File: src/rtl/issue_scheduler.sv
// issue_scheduler: dual-issue front-end scheduler between IF/ID and decode.
// Buffers fetched instruction pairs in an in-order circular queue and issues
// 0, 1 or 2 instructions per cycle under load-use, intra-pair RAW/WAW and
// structural/control pairing rules. Flush discards all buffered state.
// Optional feature: define ISSUE_SCHED_PERF_EN to build the performance
// counters; without it the perf_* ports are tied to zero.
module issue_scheduler #(
    parameter int QDEPTH   = 4,
    parameter int PC_WIDTH = 32,
    parameter int ILEN     = 32
) (
    input  logic                clk,
    input  logic                rst_n,
    input  logic                fetch_valid_0,
    input  logic                fetch_valid_1,
    input  logic [PC_WIDTH-1:0] fetch_pc_0,
    input  logic [PC_WIDTH-1:0] fetch_pc_1,
    input  logic [ILEN-1:0]     fetch_instr_0,
    input  logic [ILEN-1:0]     fetch_instr_1,
    output logic                fetch_ready,
    input  logic                flush,
    input  logic                id_ready,
    output logic                issue_valid_0,
    output logic                issue_valid_1,
    output logic [PC_WIDTH-1:0] issue_pc_0,
    output logic [PC_WIDTH-1:0] issue_pc_1,
    output logic [ILEN-1:0]     issue_instr_0,
    output logic [ILEN-1:0]     issue_instr_1,
    output logic                pair_conflict,
    output logic [31:0]         perf_dual_cnt,
    output logic [31:0]         perf_single_cnt,
    output logic [31:0]         perf_lu_stall_cnt
);

    localparam int PW = $clog2(QDEPTH);
    localparam int CW = PW + 1;

    localparam logic [6:0] OP_LOAD   = 7'b0000011;
    localparam logic [6:0] OP_STORE  = 7'b0100011;
    localparam logic [6:0] OP_BRANCH = 7'b1100011;
    localparam logic [6:0] OP_JAL    = 7'b1101111;
    localparam logic [6:0] OP_JALR   = 7'b1100111;

    logic [PC_WIDTH-1:0] pc_mem  [QDEPTH];
    logic [ILEN-1:0]     ins_mem [QDEPTH];

    logic [PW-1:0] rd_ptr_q, rd_ptr_d, wr_ptr_q, wr_ptr_d;
    logic [CW-1:0] count_q, count_d;
    logic          lu_valid_q, lu_valid_d;
    logic [4:0]    lu_rd_q, lu_rd_d;

    logic [PW-1:0] nx_ptr, wr_slot1;
    logic [ILEN-1:0] h_ins, n_ins;
    logic [6:0]    h_op, n_op;
    logic [4:0]    h_rd, h_rs1, h_rs2, n_rd, n_rs1, n_rs2;
    logic          h_lu, n_lu, pair_rule;
    logic          push_en;
    logic [CW-1:0] n_push, n_pop;

    function automatic logic is_mem(input logic [6:0] op);
        return (op == OP_LOAD) || (op == OP_STORE);
    endfunction

    function automatic logic is_ctrl(input logic [6:0] op);
        return (op == OP_BRANCH) || (op == OP_JAL) || (op == OP_JALR);
    endfunction

    assign nx_ptr = rd_ptr_q + PW'(1);
    assign h_ins  = ins_mem[rd_ptr_q];
    assign n_ins  = ins_mem[nx_ptr];
    assign h_op   = h_ins[6:0];
    assign h_rd   = h_ins[11:7];
    assign h_rs1  = h_ins[19:15];
    assign h_rs2  = h_ins[24:20];
    assign n_op   = n_ins[6:0];
    assign n_rd   = n_ins[11:7];
    assign n_rs1  = n_ins[19:15];
    assign n_rs2  = n_ins[24:20];

    // Hazard evaluation and issue decision; depends only on queue/lu state and flush
    always_comb begin
        h_lu = lu_valid_q && (lu_rd_q != 5'd0) && ((lu_rd_q == h_rs1) || (lu_rd_q == h_rs2));
        n_lu = lu_valid_q && (lu_rd_q != 5'd0) && ((lu_rd_q == n_rs1) || (lu_rd_q == n_rs2));
        pair_rule = (is_mem(h_op) && is_mem(n_op))
                 || is_ctrl(h_op) || is_ctrl(n_op)
                 || ((h_rd != 5'd0) && ((h_rd == n_rs1) || (h_rd == n_rs2)))
                 || ((h_rd != 5'd0) && (h_rd == n_rd));
        issue_valid_0 = (count_q != '0) && !flush && !h_lu;
        issue_valid_1 = issue_valid_0 && (count_q >= CW'(2)) && !pair_rule && !n_lu;
        pair_conflict = (count_q >= CW'(2)) && issue_valid_0 && pair_rule;
        fetch_ready   = count_q <= CW'(QDEPTH - 2);
    end

    assign issue_pc_0    = issue_valid_0 ? pc_mem[rd_ptr_q]  : '0;
    assign issue_pc_1    = issue_valid_1 ? pc_mem[nx_ptr]    : '0;
    assign issue_instr_0 = issue_valid_0 ? h_ins             : '0;
    assign issue_instr_1 = issue_valid_1 ? n_ins             : '0;

    // Queue pointer/count and load-use next-state
    always_comb begin
        push_en  = fetch_ready && !flush;
        n_push   = push_en ? (CW'(fetch_valid_0) + CW'(fetch_valid_1)) : '0;
        n_pop    = id_ready ? (CW'(issue_valid_0) + CW'(issue_valid_1)) : '0;
        wr_slot1 = fetch_valid_0 ? (wr_ptr_q + PW'(1)) : wr_ptr_q;
        rd_ptr_d = rd_ptr_q + PW'(n_pop);
        wr_ptr_d = wr_ptr_q + PW'(n_push);
        count_d  = count_q + n_push - n_pop;
        lu_valid_d = lu_valid_q;
        lu_rd_d    = lu_rd_q;
        if (id_ready) begin
            // the youngest issued load wins; a pair can never hold two loads
            if (issue_valid_1 && (n_op == OP_LOAD)) begin
                lu_valid_d = 1'b1;
                lu_rd_d    = n_rd;
            end else if (issue_valid_0 && (h_op == OP_LOAD)) begin
                lu_valid_d = 1'b1;
                lu_rd_d    = h_rd;
            end else begin
                lu_valid_d = 1'b0;
            end
        end
        if (flush) begin
            rd_ptr_d   = '0;
            wr_ptr_d   = '0;
            count_d    = '0;
            lu_valid_d = 1'b0;
        end
    end

    // Control state register
    always_ff @(posedge clk or negedge rst_n) begin
        if (!rst_n) begin
            rd_ptr_q   <= '0;
            wr_ptr_q   <= '0;
            count_q    <= '0;
            lu_valid_q <= 1'b0;
            lu_rd_q    <= '0;
        end else begin
            rd_ptr_q   <= rd_ptr_d;
            wr_ptr_q   <= wr_ptr_d;
            count_q    <= count_d;
            lu_valid_q <= lu_valid_d;
            lu_rd_q    <= lu_rd_d;
        end
    end

    // Entry storage: compacted in-order write, slot 0 first; never reset
    always_ff @(posedge clk) begin
        if (push_en) begin
            if (fetch_valid_0) begin
                pc_mem[wr_ptr_q]  <= fetch_pc_0;
                ins_mem[wr_ptr_q] <= fetch_instr_0;
            end
            if (fetch_valid_1) begin
                pc_mem[wr_slot1]  <= fetch_pc_1;
                ins_mem[wr_slot1] <= fetch_instr_1;
            end
        end
    end

`ifdef ISSUE_SCHED_PERF_EN
    logic [31:0] dual_q, single_q, lu_stall_q;

    // Performance counters, sampled on cycles where decode accepts
    always_ff @(posedge clk or negedge rst_n) begin
        if (!rst_n) begin
            dual_q     <= '0;
            single_q   <= '0;
            lu_stall_q <= '0;
        end else if (id_ready) begin
            if (issue_valid_0 && issue_valid_1)  dual_q   <= dual_q + 32'd1;
            if (issue_valid_0 && !issue_valid_1) single_q <= single_q + 32'd1;
            if ((count_q != '0) && !flush && h_lu) lu_stall_q <= lu_stall_q + 32'd1;
        end
    end

    assign perf_dual_cnt     = dual_q;
    assign perf_single_cnt   = single_q;
    assign perf_lu_stall_cnt = lu_stall_q;
`else
    assign perf_dual_cnt     = '0;
    assign perf_single_cnt   = '0;
    assign perf_lu_stall_cnt = '0;
`endif

endmodule

File: config.mk
export PLATFORM = sky130hd
export DESIGN_NAME = issue_scheduler
export DESIGN_NICKNAME = d
export VERILOG_FILES = /design/src/rtl/issue_scheduler.sv
export SDC_FILE = /design/constraint.sdc
export NUM_CORES = 1
export LEC_CHECK = 0
export CORE_MARGIN = 4
export CORE_UTILIZATION = 52
export CTS_CLUSTER_DIAMETER = 80
export DETAILED_ROUTE_END_ITERATION = 10
export GPL_TIMING_DRIVEN = 0
export PLACE_DENSITY = 0.81
export SLEW_MARGIN = 25
export SYNTH_ARGS = -nofsm -noshare
export SYNTH_HDL_FRONTEND = slang
export SYNTH_SLANG_ARGS = --single-unit
File: constraint.sdc
create_clock -name clk -period 5.9 [get_ports clk]
set_input_delay 0.59 -clock clk [delete_from_list [all_inputs] [get_ports clk]]
set_output_delay 0.59 -clock clk [all_outputs]
set_load 0.05 [all_outputs]
==> run summary <==
Hold WC Path Type: in -> async
Via count: 11800
CTS tree: built
Post-synth EDFFs: 256
H-tree depth: 1
Vias per cell: 5.81
GRT Residual Overflow: 0
Syn_area_per_cell: 14.6 um^2
Final worst slack: 0.157 ns
Gpl congestion: 0.923
Area Overhead vs Synth: 27.1%
Number of global-route vias before repair: 12100
CP Launch Point: rd_ptr_q[1]$_DFF_PN0_
R2R Path Start: rd_ptr_q[1]$_DFF_PN0_
Worst slew margin: 0.353
Fin crit share: 0.973
WS Path Type: reg -> out
Lkg Pwr: 7.80 nW
Syn Inst Count: 1168
Worst path arrival time: 5.15 ns
DP Wirelength: 34.6 mm
DR WL/cell: 24.0 um
Total wire length: 48.8 mm
Largest area contributor in the netlist: edfxtp_1
Worst Setup Slack post-DPL: 0.518 ns
RSZ-0062 raised after global routing: yes
CTS Sinks: 269
I/O Pins: 362
Port bufs: 265
Initial antenna violation count: 6
Register area share after synthesis: 0.469
Die Area: 35800 um^2
Sequential share of power: 0.290
Switching share of total power: 0.403
Clk slew on worst S/H paths: 0.07 ns
Drt pass-1 iters: 5
Comb pwr share: 0.505
Routed Antenna Nets: 0
Post-CTS setup buffers: 0
Later-pin clock latency in the skew report: 0.57 ns
Initial Util: 0.526
Final Hold Viols: 0
Post-cts sizing count: 0
Worst VDD drop: 0.263 mV
Int Power: 5.06 mW
Die Span Y: 189 um
DRC viols: 0
Die width: 189 um
Overall routing resource usage: 0.264
Post-synthesis register bit count: 269
Final setup vio count: 0
Total of max-cap violations: 0
Yosys Warn Count: 0
Post-synth top area share: 0.450
Library cells used by synthesis: 49
Power Total: 8.47 mW
Net Sw Power: 3.41 mW
Required @ worst endpoint: 5.31 ns
Layout Utilization: 0.669
CP endpoint kind: output pin
Synth top area cells: edfxtp_1 45%, mux2_2 17%, mux4_2 17%
Fmax: 174 MHz
Max Buffers Root-to-Sink: 3
Cell area power density: 390 nW/um^2
Clock power share: 0.205
Post-layout minimum cycle time: 5.74 ns
Total Nets Final: 1707
Most frequent cell after synthesis: mux2_2
Final Skew: 0.0188 ns
Root Driver: clkbuf_16
Iter 0 DRT Violations: 947
Synth cell count leaders: 258 x mux2_2, 256 x edfxtp_1, 129 x and2_1
CTS buffer count: 30
Crit path max fanout: 10
Layout cell share with drive strength beyond 1: 0.353
Status: finished, final reports clean
Predominant post-synthesis flop cell: edfxtp_1
Worst Max-Slew Pin Slew: 0.970 ns
Largest net degree at the start of global routing: 41
Core Region: 32500 um^2
Async SR Flop Fraction: 0.0483
Final Max Tran Viols: 0
Hold-fix buffers, CTS: 0
Final setup TNS: 0 ns
First-pass GRT wire length: 72.7 mm
Hold slack: 0.460 ns
Row count: 66
Startpoint type of the worst setup path: register
Netlist Area Pre-Place: 17100 um^2
## logic make-up (layout without fill, tap and decap cells)
kind of cell,Yosys count,count (layout),share of synthesized area
multiplexers,392,392,0.342
AO/OA/AOI/OAI,38,38,0.0166
buffers and inverters,192,516,0.0662
other,1,101,0.000220
AND/OR/NAND/NOR,218,218,0.0731
flip-flops,269,269,0.469
XOR/XNOR,48,48,0.0246
adder cells (fa/ha/maj),10,10,0.00821
## worst max-delay path: stages (launching register included)
cell and delay, ns:
dfrtp_1 0.44, buf_4 0.26, buf_2 0.33, buf_2 0.34
mux4_2 0.44, xor2_1 0.17, nor2_1 0.07, a32oi_1 0.22
o211ai_1 0.13, or3_4 0.45, inv_2 0.19, buf_4 0.22
buf_2 0.31, and2_1 0.19, clkdlybuf4s50_1 0.80
## power by group through the flow
stage / Combinational [mW] / Sequential [mW] / Clock, mW
global placement: 4.19 / 2.51 / 0
CTS: 4.29 / 2.45 / 1.75
global route: 4.50 / 2.47 / 1.84
finish: 4.28 / 2.46 / 1.73
detailed placement: 4.27 / 2.49 / 0
floorplan: 2.99 / 2.47 / 0
## state kept, by name (all words and copies together), names as in the netlist
register	count
count_q	3
ins_mem	128
lu_rd_q	5
lu_valid_q	1
pc_mem	128
rd_ptr_q	2
wr_ptr_q	2
## stage by stage
stage               area, um^2  instances
finish                   21700       2034
global route             21700       2032
CTS                      21700       2030
detailed placement       20800       1974
global placement         20600       1970
floorplan                17400       1263
## cell type report
| cell class | instances | area [um^2] |
|---|---|---|
| well taps | 442 | 553 |
| repair buffers | 269 | 2770 |
| fillers | 2358 | 10800 |
| diodes | 5 | 12.5 |
| clock inverters | 19 | 123 |
| inverters | 14 | 52.6 |
| plain buffers | 177 | 1080 |
| flip-flops and latches | 269 | 8010 |
| multi-input cells | 802 | 8320 |
| clock buffers | 37 | 777 |
## final timing paths
kind / endpoint / slack [ns] / cells after the start
max: issue_pc_1[30] / 0.16 / 14
min: lu_rd_q[2]$_DFFE_PN0P_ / 0.46 / 1
max reg2reg: count_q[2]$_DFF_PN0_ / 0.63 / 20
min reg2reg: count_q[2]$_DFF_PN0_ / 0.61 / 2
max in group asynchronous: count_q[2]$_DFF_PN0_ / 4.96 / 1
min in group clk: count_q[2]$_DFF_PN0_ / 0.61 / 2
## routing by layer
| layer | share of wire | track usage | routed length (um) |
|---|---|---|---|
| met1 | 0.38 | 0.348 | 18600 |
| met2 | 0.50 | 0.449 | 24200 |
| met3 | 0.10 | 0.0667 | 5090 |
| met4 | 0.019 | 0.0598 | 920 |
| met5 | 0.00080 | 0 | 39 |
## layout by cell type (no fill, tap or decap), types with 8 or more instances in the layout
cell	synthesis	final
ha_1	8	8
mux2_2	258	258
xor2_1	23	23
nor3_1	9	9
dfrtp_1	13	13
edfxtp_1	256	256
and2_1	129	129
clkbuf_2	0	8
nand2_1	23	19
clkbuf_16	0	30
clkbuf_1	61	61
xnor2_1	25	25
clkinv_1	0	9
buf_4	103	103
nor2_1	24	24
conb_1	1	96
clkdlybuf4s50_1	0	258
mux4_2	127	127
inv_1	12	12
Note: power is estimated with default switching activity, not from simulation.
